**src/rtl/debounce_pkg.sv**
```systemverilog
// Shared timing constants and counter-width helper for the debouncer family.
package debounce_pkg;

    localparam int unsigned DEB_10MS_12MHZ = 120000;
    localparam int unsigned HOLD_1S_12MHZ  = 12000000;

    // Bits needed to hold 0..max_count; a zero count still gets a 1-bit vector.
    function automatic int cnt_width(input int unsigned max_count);
        return (max_count == 0) ? 1 : $clog2(max_count + 1);
    endfunction

endpackage

```
**src/rtl/debounce_channel.sv**
```systemverilog
// One debounced input: 2-FF synchronizer, saturating stability counter,
// registered level, rise/fall strobes and a one-shot long-press strobe.
module debounce_channel
    import debounce_pkg::*;
#(
    parameter int unsigned MAX_CLK_COUNT  = DEB_10MS_12MHZ,
    parameter int unsigned HOLD_CLK_COUNT = HOLD_1S_12MHZ,
    parameter bit          ACTIVE_LOW     = 1'b0
) (
    input  logic clk,
    input  logic rst_n,
    input  logic sig,
    output logic out,
    output logic rise,
    output logic fall,
    output logic hold
);

    localparam int              CW      = cnt_width(MAX_CLK_COUNT);
    localparam logic [CW-1:0]   CNT_MAX = CW'(MAX_CLK_COUNT);

    logic          x;
    logic          s1;
    logic          s2;
    logic [CW-1:0] cnt;
    logic          accept;
    logic          rise_d;
    logic          fall_d;

    assign x      = sig ^ ACTIVE_LOW;
    assign accept = (s1 == s2) && (cnt == CNT_MAX);
    assign rise_d = accept & s2 & ~out;
    assign fall_d = accept & ~s2 & out;

    // NOTE: every register, synchronizer flops included, is cleared by the
    // synchronous reset so a held pin is re-qualified from scratch afterwards.
    always_ff @(posedge clk) begin
        if (!rst_n) begin
            s1   <= 1'b0;
            s2   <= 1'b0;
            cnt  <= '0;
            out  <= 1'b0;
            rise <= 1'b0;
            fall <= 1'b0;
        end else begin
            s1   <= x;
            s2   <= s1;
            rise <= rise_d;
            fall <= fall_d;
            if (s1 != s2) begin
                cnt <= '0;
            end else if (cnt != CNT_MAX) begin
                cnt <= cnt + CW'(1);
            end
            if (accept) begin
                out <= s2;
            end
        end
    end

    if (HOLD_CLK_COUNT > 0) begin : g_hold
        localparam int            HW        = cnt_width(HOLD_CLK_COUNT);
        localparam logic [HW-1:0] HOLD_LAST = HW'(HOLD_CLK_COUNT - 1);

        logic [HW-1:0] hcnt;
        logic          hold_done;

        always_ff @(posedge clk) begin
            if (!rst_n) begin
                hcnt      <= '0;
                hold_done <= 1'b0;
                hold      <= 1'b0;
            end else begin
                // NOTE: the strobe defaults low every cycle; only the firing
                // branch raises it, which keeps it a single-cycle pulse.
                hold <= 1'b0;
                if (!out || rise_d) begin
                    hcnt      <= '0;
                    hold_done <= 1'b0;
                end else if (hcnt != HOLD_LAST) begin
                    hcnt <= hcnt + HW'(1);
                end else if (!hold_done) begin
                    hold      <= 1'b1;
                    hold_done <= 1'b1;
                end
            end
        end
    end else begin : g_no_hold
        assign hold = 1'b0;
    end

endmodule

```
**src/rtl/debouncer_multi.sv**
```systemverilog
// NUM_CH independent debounce channels sharing one clock; all outputs are
// active-high regardless of pin polarity.
module debouncer_multi
    import debounce_pkg::*;
#(
    parameter int                NUM_CH         = 4,
    parameter int unsigned       MAX_CLK_COUNT  = DEB_10MS_12MHZ,
    parameter int unsigned       HOLD_CLK_COUNT = HOLD_1S_12MHZ,
    parameter logic [NUM_CH-1:0] ACTIVE_LOW     = '0
) (
    input  logic              clk,
    input  logic              rst_n,
    input  logic [NUM_CH-1:0] sig,
    output logic [NUM_CH-1:0] out,
    output logic [NUM_CH-1:0] rise,
    output logic [NUM_CH-1:0] fall,
    output logic [NUM_CH-1:0] hold
);

    for (genvar i = 0; i < NUM_CH; i++) begin : g_ch
        debounce_channel #(
            .MAX_CLK_COUNT  (MAX_CLK_COUNT),
            .HOLD_CLK_COUNT (HOLD_CLK_COUNT),
            .ACTIVE_LOW     (ACTIVE_LOW[i])
        ) u_channel (
            .clk   (clk),
            .rst_n (rst_n),
            .sig   (sig[i]),
            .out   (out[i]),
            .rise  (rise[i]),
            .fall  (fall[i]),
            .hold  (hold[i])
        );
    end

endmodule

```
**config.mk**
```make
export PLATFORM = sky130hd
export DESIGN_NAME = debouncer_multi
export DESIGN_NICKNAME = d
export VERILOG_FILES = /design/src/rtl/debounce_pkg.sv /design/src/rtl/debounce_channel.sv /design/src/rtl/debouncer_multi.sv
export SDC_FILE = /design/constraint.sdc
export NUM_CORES = 1
export LEC_CHECK = 0
export BUFFER_PORTS_ARGS = -buffer_cell sky130_fd_sc_hd__buf_4
export CORE_ASPECT_RATIO = 1.25
export CORE_MARGIN = 2
export CORE_UTILIZATION = 38
export CTS_CLUSTER_SIZE = 24
export DETAILED_ROUTE_END_ITERATION = 6
export SLEW_MARGIN = 10
export SYNTH_ARGS = -nofsm -noshare
export SYNTH_HDL_FRONTEND = slang
export SYNTH_SLANG_ARGS = --single-unit
```
**constraint.sdc**
```tcl
create_clock -name clk -period 2.5 [get_ports clk]
set_input_delay 0.5 -clock clk [delete_from_list [all_inputs] [get_ports clk]]
set_output_delay 0.5 -clock clk [all_outputs]
set_load 0.01 [all_outputs]
```
Word level (Yosys, flattened, before mapping)

Index checks and enable logic that the tools add are counted.

Output and inout port bits: 16
Bits in read-only memories: 0
Memories kept: 0
Register bits after elaboration: 192
RAM bits: 0
Input bits: 6
Bits in latches: 0
Logic and storage cells: 117

Bitwise operators: 25
Add/sub/neg operators: 8
Div/mod/pow operators: 0
Reductions and logical operators: 24
Shift operators: 0
Eq/ne operators: 20
$mul: 0
Magnitude comparators: 0
Multiplexer cells: 4

Operators with widths:

| cell                                                             | number |
|---|---|
| 24-bit by 1-bit adder with 24-bit output (second input constant) | 4 |
| 24-bit != test (second input constant)                           | 4 |
| 17-bit by 1-bit adder with 17-bit output (second input constant) | 4 |
| 17-bit == test (second input constant)                           | 4 |
| 17-bit != test (second input constant)                           | 4 |
| 1-bit bitwise AND                                                | 16 |
| 2-bit OR reduction                                               | 8 |
| 3-bit OR reduction                                               | 4 |
| 1-bit inverter                                                   | 9 |
| 1-bit == test                                                    | 4 |
| 1-bit logical AND                                                | 4 |
| 1-bit logical NOT                                                | 4 |
| 1-bit logical OR                                                 | 4 |
| 1-bit two-way mux                                                | 4 |
| 1-bit != test                                                    | 4 |

Depth between registers and ports, before layout

Depth in word-level cells: 6
Mapped depth: 7
Depth with buffers taken out: 7

Modules after synthesis

A second synthesis with hierarchy kept.

Cell total of the unflattened synthesis: 1033
Area, all modules: 9064.9 µm²

Modules (own cells, without submodules):

| module                                   | times used | cells each | seq. area each (µm²) | area an instance (µm²) |
|---|---|---|---|---|
| debounce_channel (g_ch[0].u_channel ...) | 3          | 258        | 960.9                | 2278.4 |
| debounce_channel (g_ch[3].u_channel)     | 1          | 259        | 960.9                | 2229.6 |

Least setup slack after synthesis

OpenSTA, ideal clock, no wires.

Path type: reg2reg
Start: reg g_ch[2].u_channel.g_hold.hcnt[13]
End: reg g_ch[2].u_channel.g_hold.hcnt[1]
Path slack: 0.520 ns
Cell stages (with the launch flop): 7
Buffers on the path: 1
Arrival: 1.854 ns
Required time: 2.375 ns
Clock period less this slack: 1.980 ns
Library setup time: 0.125 ns
Cell sequence: dfxtp_1 > or4b_1 > or3_4 > nor4_4 > buf_6 > mux2i_1 > nor2_2

Longest elaborated chain between the ends: 1

Ends and longest elaborated chain:

| item                     | RTL line               | source |
|---|---|---|
| start: declaration       | debounce_channel.sv:65 | `logic [HW-1:0] hcnt;` |
| start signal: assignment | debounce_channel.sv:81 | `hcnt <= hcnt + HW'(1);` |
| 24-bit != test           | debounce_channel.sv:80 | `end else if (hcnt != HOLD_LAST) begin` |

No other way between the ends.
A chain may end at the register's enable or synchronous reset.

Worst setup path in the final report

Start: reg g_ch[2].u_channel.g_hold.hcnt[13]
End: reg g_ch[2].u_channel.g_hold.hcnt[0]

Same word-level chain as after synthesis.

==> Implementation_results.wiki <==
{| class="wikitable"
! Metric !! Value
|-
| Total number of vias || approximately 6,500
|-
| Total global-route track usage || around 14%
|-
| Post-synthesis sequential element count || around 190
|-
| Flop pwr share || between 50% and 60%
|-
| Area of the core || around 22,000 um^2
|-
| Setup Skew || around 0.012 ns
|-
| Mapped Cells || between 900 and 1,000
|-
| First-pass GRT wire length || between 20 and 30 mm
|-
| Number of buffer cells added on primary ports || 21
|-
| Largest buffer count on any clock path || 2
|-
| TritonCTS clock tree || yes
|-
| I/O pin count || 22
|-
| Area Growth Syn to Fin || 11.3%
|-
| Sw Share || ~21%
|-
| Clock sink total || 192
|-
| Buffer type at the clock tree root || sky130_fd_sc_hd__clkbuf_16
|-
| DR vias/cell || 5.03
|-
| Largest net degree at the start of global routing || 26
|-
| Register cell area after layout || 3840 um^2
|-
| Setup fix buffers added after clock tree synthesis || 0
|-
| Number of endpoints with negative hold slack in the final report || 0
|-
| Number of nets with antenna violations after detailed routing || 0
|-
| Startpoint kind of the worst setup timing path || register
|-
| Die Span Y || roughly 170 um
|-
| Final core utilization || approximately 43%
|-
| DRC viols || 0
|-
| Fraction of layout instances using a drive strength above 1 || about 7.4%
|-
| Area of the mapped netlist || 8530 um^2
|-
| Synthesized area per cell || around 8.6 um^2
|-
| Status || complete, no violations
|-
| Arrival time of data at the critical path endpoint || ~2.4 ns
|-
| Endpoint kind of the worst setup timing path || register
|-
| Cells resized by post-CTS repair || 0
|-
| Flop2flop setup slack || around 0.4 ns
|-
| CP Max Fanout || 9
|-
| Worst Reg-to-Reg Cells || 6
|-
| Drt first-iter violations || 379
|-
| Share of synthesized area occupied by flip-flops and latches || between 40% and 50%
|-
| Reg clk slew, reported paths || ~0.070 ns
|-
| Hold WC Path Type || input pin to register
|-
| Layout fillers || between 2,000 and 2,500
|-
| Async set or reset register ratio after synthesis || 0%
|-
| Commonest cells after routing, fill and taps aside || sky130_fd_sc_hd__dfxtp_1, sky130_fd_sc_hd__nor2_1, sky130_fd_sc_hd__nand2_1
|-
| Share of total power in combinational logic || roughly 1.6%
|-
| Number of failing setup endpoints in the final timing report || 0
|-
| Via count of the first global-routing pass || 6,093
|-
| Setup TNS Final || 0 ns
|-
| Num CTS Buffers || 17
|-
| Cell area after layout || roughly 9500 um^2
|-
| Count of yosys warnings during synthesis || 0
|-
| Source-to-sink clock delay at the later pin of the worst-skew pair || around 0.43 ns
|-
| Global placement routability congestion || 0.777
|-
| Post-route minimum period || between 2 and 2.5 ns
|-
| CTS H-tree lvls || 4
|-
| Number of diodes added for antenna fixing || 0
|-
| Net count, final || approximately 1,000
|-
| Initial Utilization || between 30 and 40%
|-
| Count of cells along the worst hold path || 2
|-
| Die Footprint || 23,700 um^2
|-
| Worst-case headroom to the max-slew limit || roughly 54%
|-
| Portion of total power attributed to the clock network || 46.0%
|-
| Sum of net half-perimeters after detailed placement || 10.8 mm
|-
| Final count of pins violating max slew || 0
|-
| Most common library cell in the layout ignoring fill and taps || sky130_fd_sc_hd__dfxtp_1
|-
| Peak supply drop || 0.477 mV
|-
| Maximum clock frequency || ~0.48 GHz
|-
| P_sw || roughly 1.2 mW
|-
| Transition time at the pin with the least slew margin || 0.690 ns
|-
| Number of antenna violations at the first check in global routing || 0
|-
| Main synth FF type || sky130_fd_sc_hd__dfxtp_1
|-
| Grt ovf || 0
|-
| Final Cycle Share || roughly 84%
|-
| Floorplan die width || roughly 140 um
|-
| Detailed-route wire length per cell || ~12 um
|-
| EDFF count, synth || 0
|-
| Row count || 61
|-
| Required time of the critical path || 2.81 ns
|-
| Multi-input gate area || ~4400 um^2
|-
| PwrDens || just over 600 nW/um^2
|-
| Worst slack on hold paths || around 0.28 ns
|-
| Length of the first detailed-routing pass in iterations || 4
|-
| Leakage power || roughly 3.0 nW
|-
| Setup CP Type || register to register
|-
| Total routed wirelength || approximately 16 mm
|-
| Max-cap viol count || 0
|-
| Number of hold buffers added after cts || 0
|-
| Setup repair after global routing missed its margin || no
|-
| Distinct cell type count after synthesis || 47
|-
| Internal power component || approximately 4.7 mW
|-
| Placed Instance Area || 8910 um^2
|-
| Post-Syn Nets || slightly above 1,000
|}
## worst paths after layout
check                                                        from                                       endpoint
setup reg to reg   g_ch[2].u_channel.g_hold.hcnt[13]$_SDFFE_PP0P_  g_ch[2].u_channel.g_hold.hcnt[0]$_SDFFE_PP0P_
hold / removal                                             sig[3]                g_ch[3].u_channel.s1$_SDFF_PN0_
setup / recovery   g_ch[2].u_channel.g_hold.hcnt[13]$_SDFFE_PP0P_  g_ch[2].u_channel.g_hold.hcnt[0]$_SDFFE_PP0P_
hold reg to reg   g_ch[3].u_channel.g_hold.hold_done$_SDFFE_PP0N_              g_ch[3].u_channel.hold$_SDFF_PP0_
## kinds of logic (layout without fill, tap and decap cells)
family,after synthesis,count (layout),share of synthesized area [%]
multiplexers,5,5,0.586
XOR/XNOR,120,120,12.3
AO/OA/AOI/OAI,89,89,5.98
AND/OR/NAND/NOR,501,501,30.4
adder cells (fa/ha/maj),12,12,1.76
buffers and inverters,72,96,3.96
flip-flops,192,192,45.0
## synth_stat cells, types with 2 or more instances
master | number | area [um^2]
sky130_fd_sc_hd__nor3_1 | 33 | 165
sky130_fd_sc_hd__a21oi_1 | 37 | 185
sky130_fd_sc_hd__nor4b_1 | 6 | 52.6
sky130_fd_sc_hd__o21a_1 | 2 | 15.0
sky130_fd_sc_hd__o21ai_0 | 24 | 120
sky130_fd_sc_hd__nand3b_1 | 5 | 37.5
sky130_fd_sc_hd__nor4_4 | 3 | 63.8
sky130_fd_sc_hd__nor4bb_1 | 2 | 20.0
sky130_fd_sc_hd__a211oi_1 | 2 | 15.0
sky130_fd_sc_hd__or3_1 | 19 | 119
sky130_fd_sc_hd__a31o_2 | 3 | 26.3
sky130_fd_sc_hd__ha_1 | 12 | 150
sky130_fd_sc_hd__nand3_1 | 65 | 325
sky130_fd_sc_hd__nand2_1 | 75 | 282
sky130_fd_sc_hd__or4b_2 | 2 | 20.0
sky130_fd_sc_hd__nand4_1 | 36 | 225
sky130_fd_sc_hd__a31oi_1 | 6 | 37.5
sky130_fd_sc_hd__inv_1 | 35 | 131
sky130_fd_sc_hd__or4_1 | 7 | 52.6
sky130_fd_sc_hd__xor2_1 | 57 | 499
sky130_fd_sc_hd__o21ai_1 | 2 | 10.0
sky130_fd_sc_hd__or2_2 | 2 | 12.5
sky130_fd_sc_hd__clkbuf_1 | 20 | 75.1
sky130_fd_sc_hd__and2_1 | 15 | 93.8
sky130_fd_sc_hd__buf_4 | 16 | 120
sky130_fd_sc_hd__mux2i_1 | 5 | 50.1
sky130_fd_sc_hd__dfxtp_1 | 192 | 3840
sky130_fd_sc_hd__nor2_1 | 153 | 574
sky130_fd_sc_hd__nor2b_1 | 3 | 18.8
sky130_fd_sc_hd__xnor2_1 | 63 | 552
sky130_fd_sc_hd__nor4_1 | 25 | 156
sky130_fd_sc_hd__and3_1 | 22 | 138
sky130_fd_sc_hd__and4_1 | 9 | 78.8
sky130_fd_sc_hd__nand2b_1 | 9 | 56.3
sky130_fd_sc_hd__a21boi_0 | 3 | 22.5
sky130_fd_sc_hd__o211ai_1 | 7 | 52.6
sky130_fd_sc_hd__nand4b_1 | 3 | 26.3
sky130_fd_sc_hd__nor4_2 | 2 | 25.0
## per-stage QoR
step           setup slack (ns)  total power, mW  cells
2_1_floorplan             0.520             3.24    991
3_3_place_gp              0.383             3.27   1268
3_5_place_dp              0.365             3.27   1268
4_1_cts                   0.374             6.01   1298
5_1_grt                   0.290             6.14   1298
6_report                  0.401             5.92   1298
## sequential cells by signal (all words and copies together) (netlist names)
name,flops
g_ch.u_channel.g_hold.hcnt,96
g_ch.u_channel.cnt,68
g_ch.u_channel.fall,4
g_ch.u_channel.g_hold.hold_done,4
g_ch.u_channel.hold,4
g_ch.u_channel.out,4
g_ch.u_channel.rise,4
g_ch.u_channel.s1,4
g_ch.u_channel.s2,4
## metal layers
| metal | global-route usage, % | share of wire (%) | wire length (um) | up-vias |
|---|---|---|---|---|
| li1 | - | - | - | 3436 |
| met2 | 23.5 | 46 | 7290 | 54 |
| met3 | 2.64 | 1.9 | 305 | 14 |
| met4 | 5.10 | 1.5 | 237 | 0 |
| met5 | 0 | 0 | 0 | - |
| met1 | 17.6 | 50 | 7850 | 3023 |
## power groups by stage
stage | sequential, mW | combinational (mW) | clock [mW]
after floorplan | 3.16 | 0.0724 | 0
after global placement | 3.17 | 0.0971 | 0
after detailed placement | 3.17 | 0.0984 | 0
after CTS | 3.10 | 0.0984 | 2.81
after global routing | 3.10 | 0.111 | 2.93
final | 3.10 | 0.0952 | 2.73
## final cells by class
class | count | area share, %
Clock buffer | 20 | 4.70
Inverter | 35 | 1.38
Sequential cell | 192 | 40.5
Tap cell | 283 | 3.73
Clock inverter | 10 | 1.46
Multi-Input combinational cell | 727 | 45.8
Timing Repair Buffer | 31 | 2.45
## worst max-delay path: stages (launching register included)
cell and delay (ns):
sky130_fd_sc_hd__dfxtp_1 0.35, sky130_fd_sc_hd__or4b_1 0.50, sky130_fd_sc_hd__or3_4 0.35, sky130_fd_sc_hd__nor4_4 0.36
sky130_fd_sc_hd__buf_4 0.23, sky130_fd_sc_hd__xor2_1 0.14, sky130_fd_sc_hd__nor2_1 0.05
No activity file was read; power rests on OpenSTA's default activity.
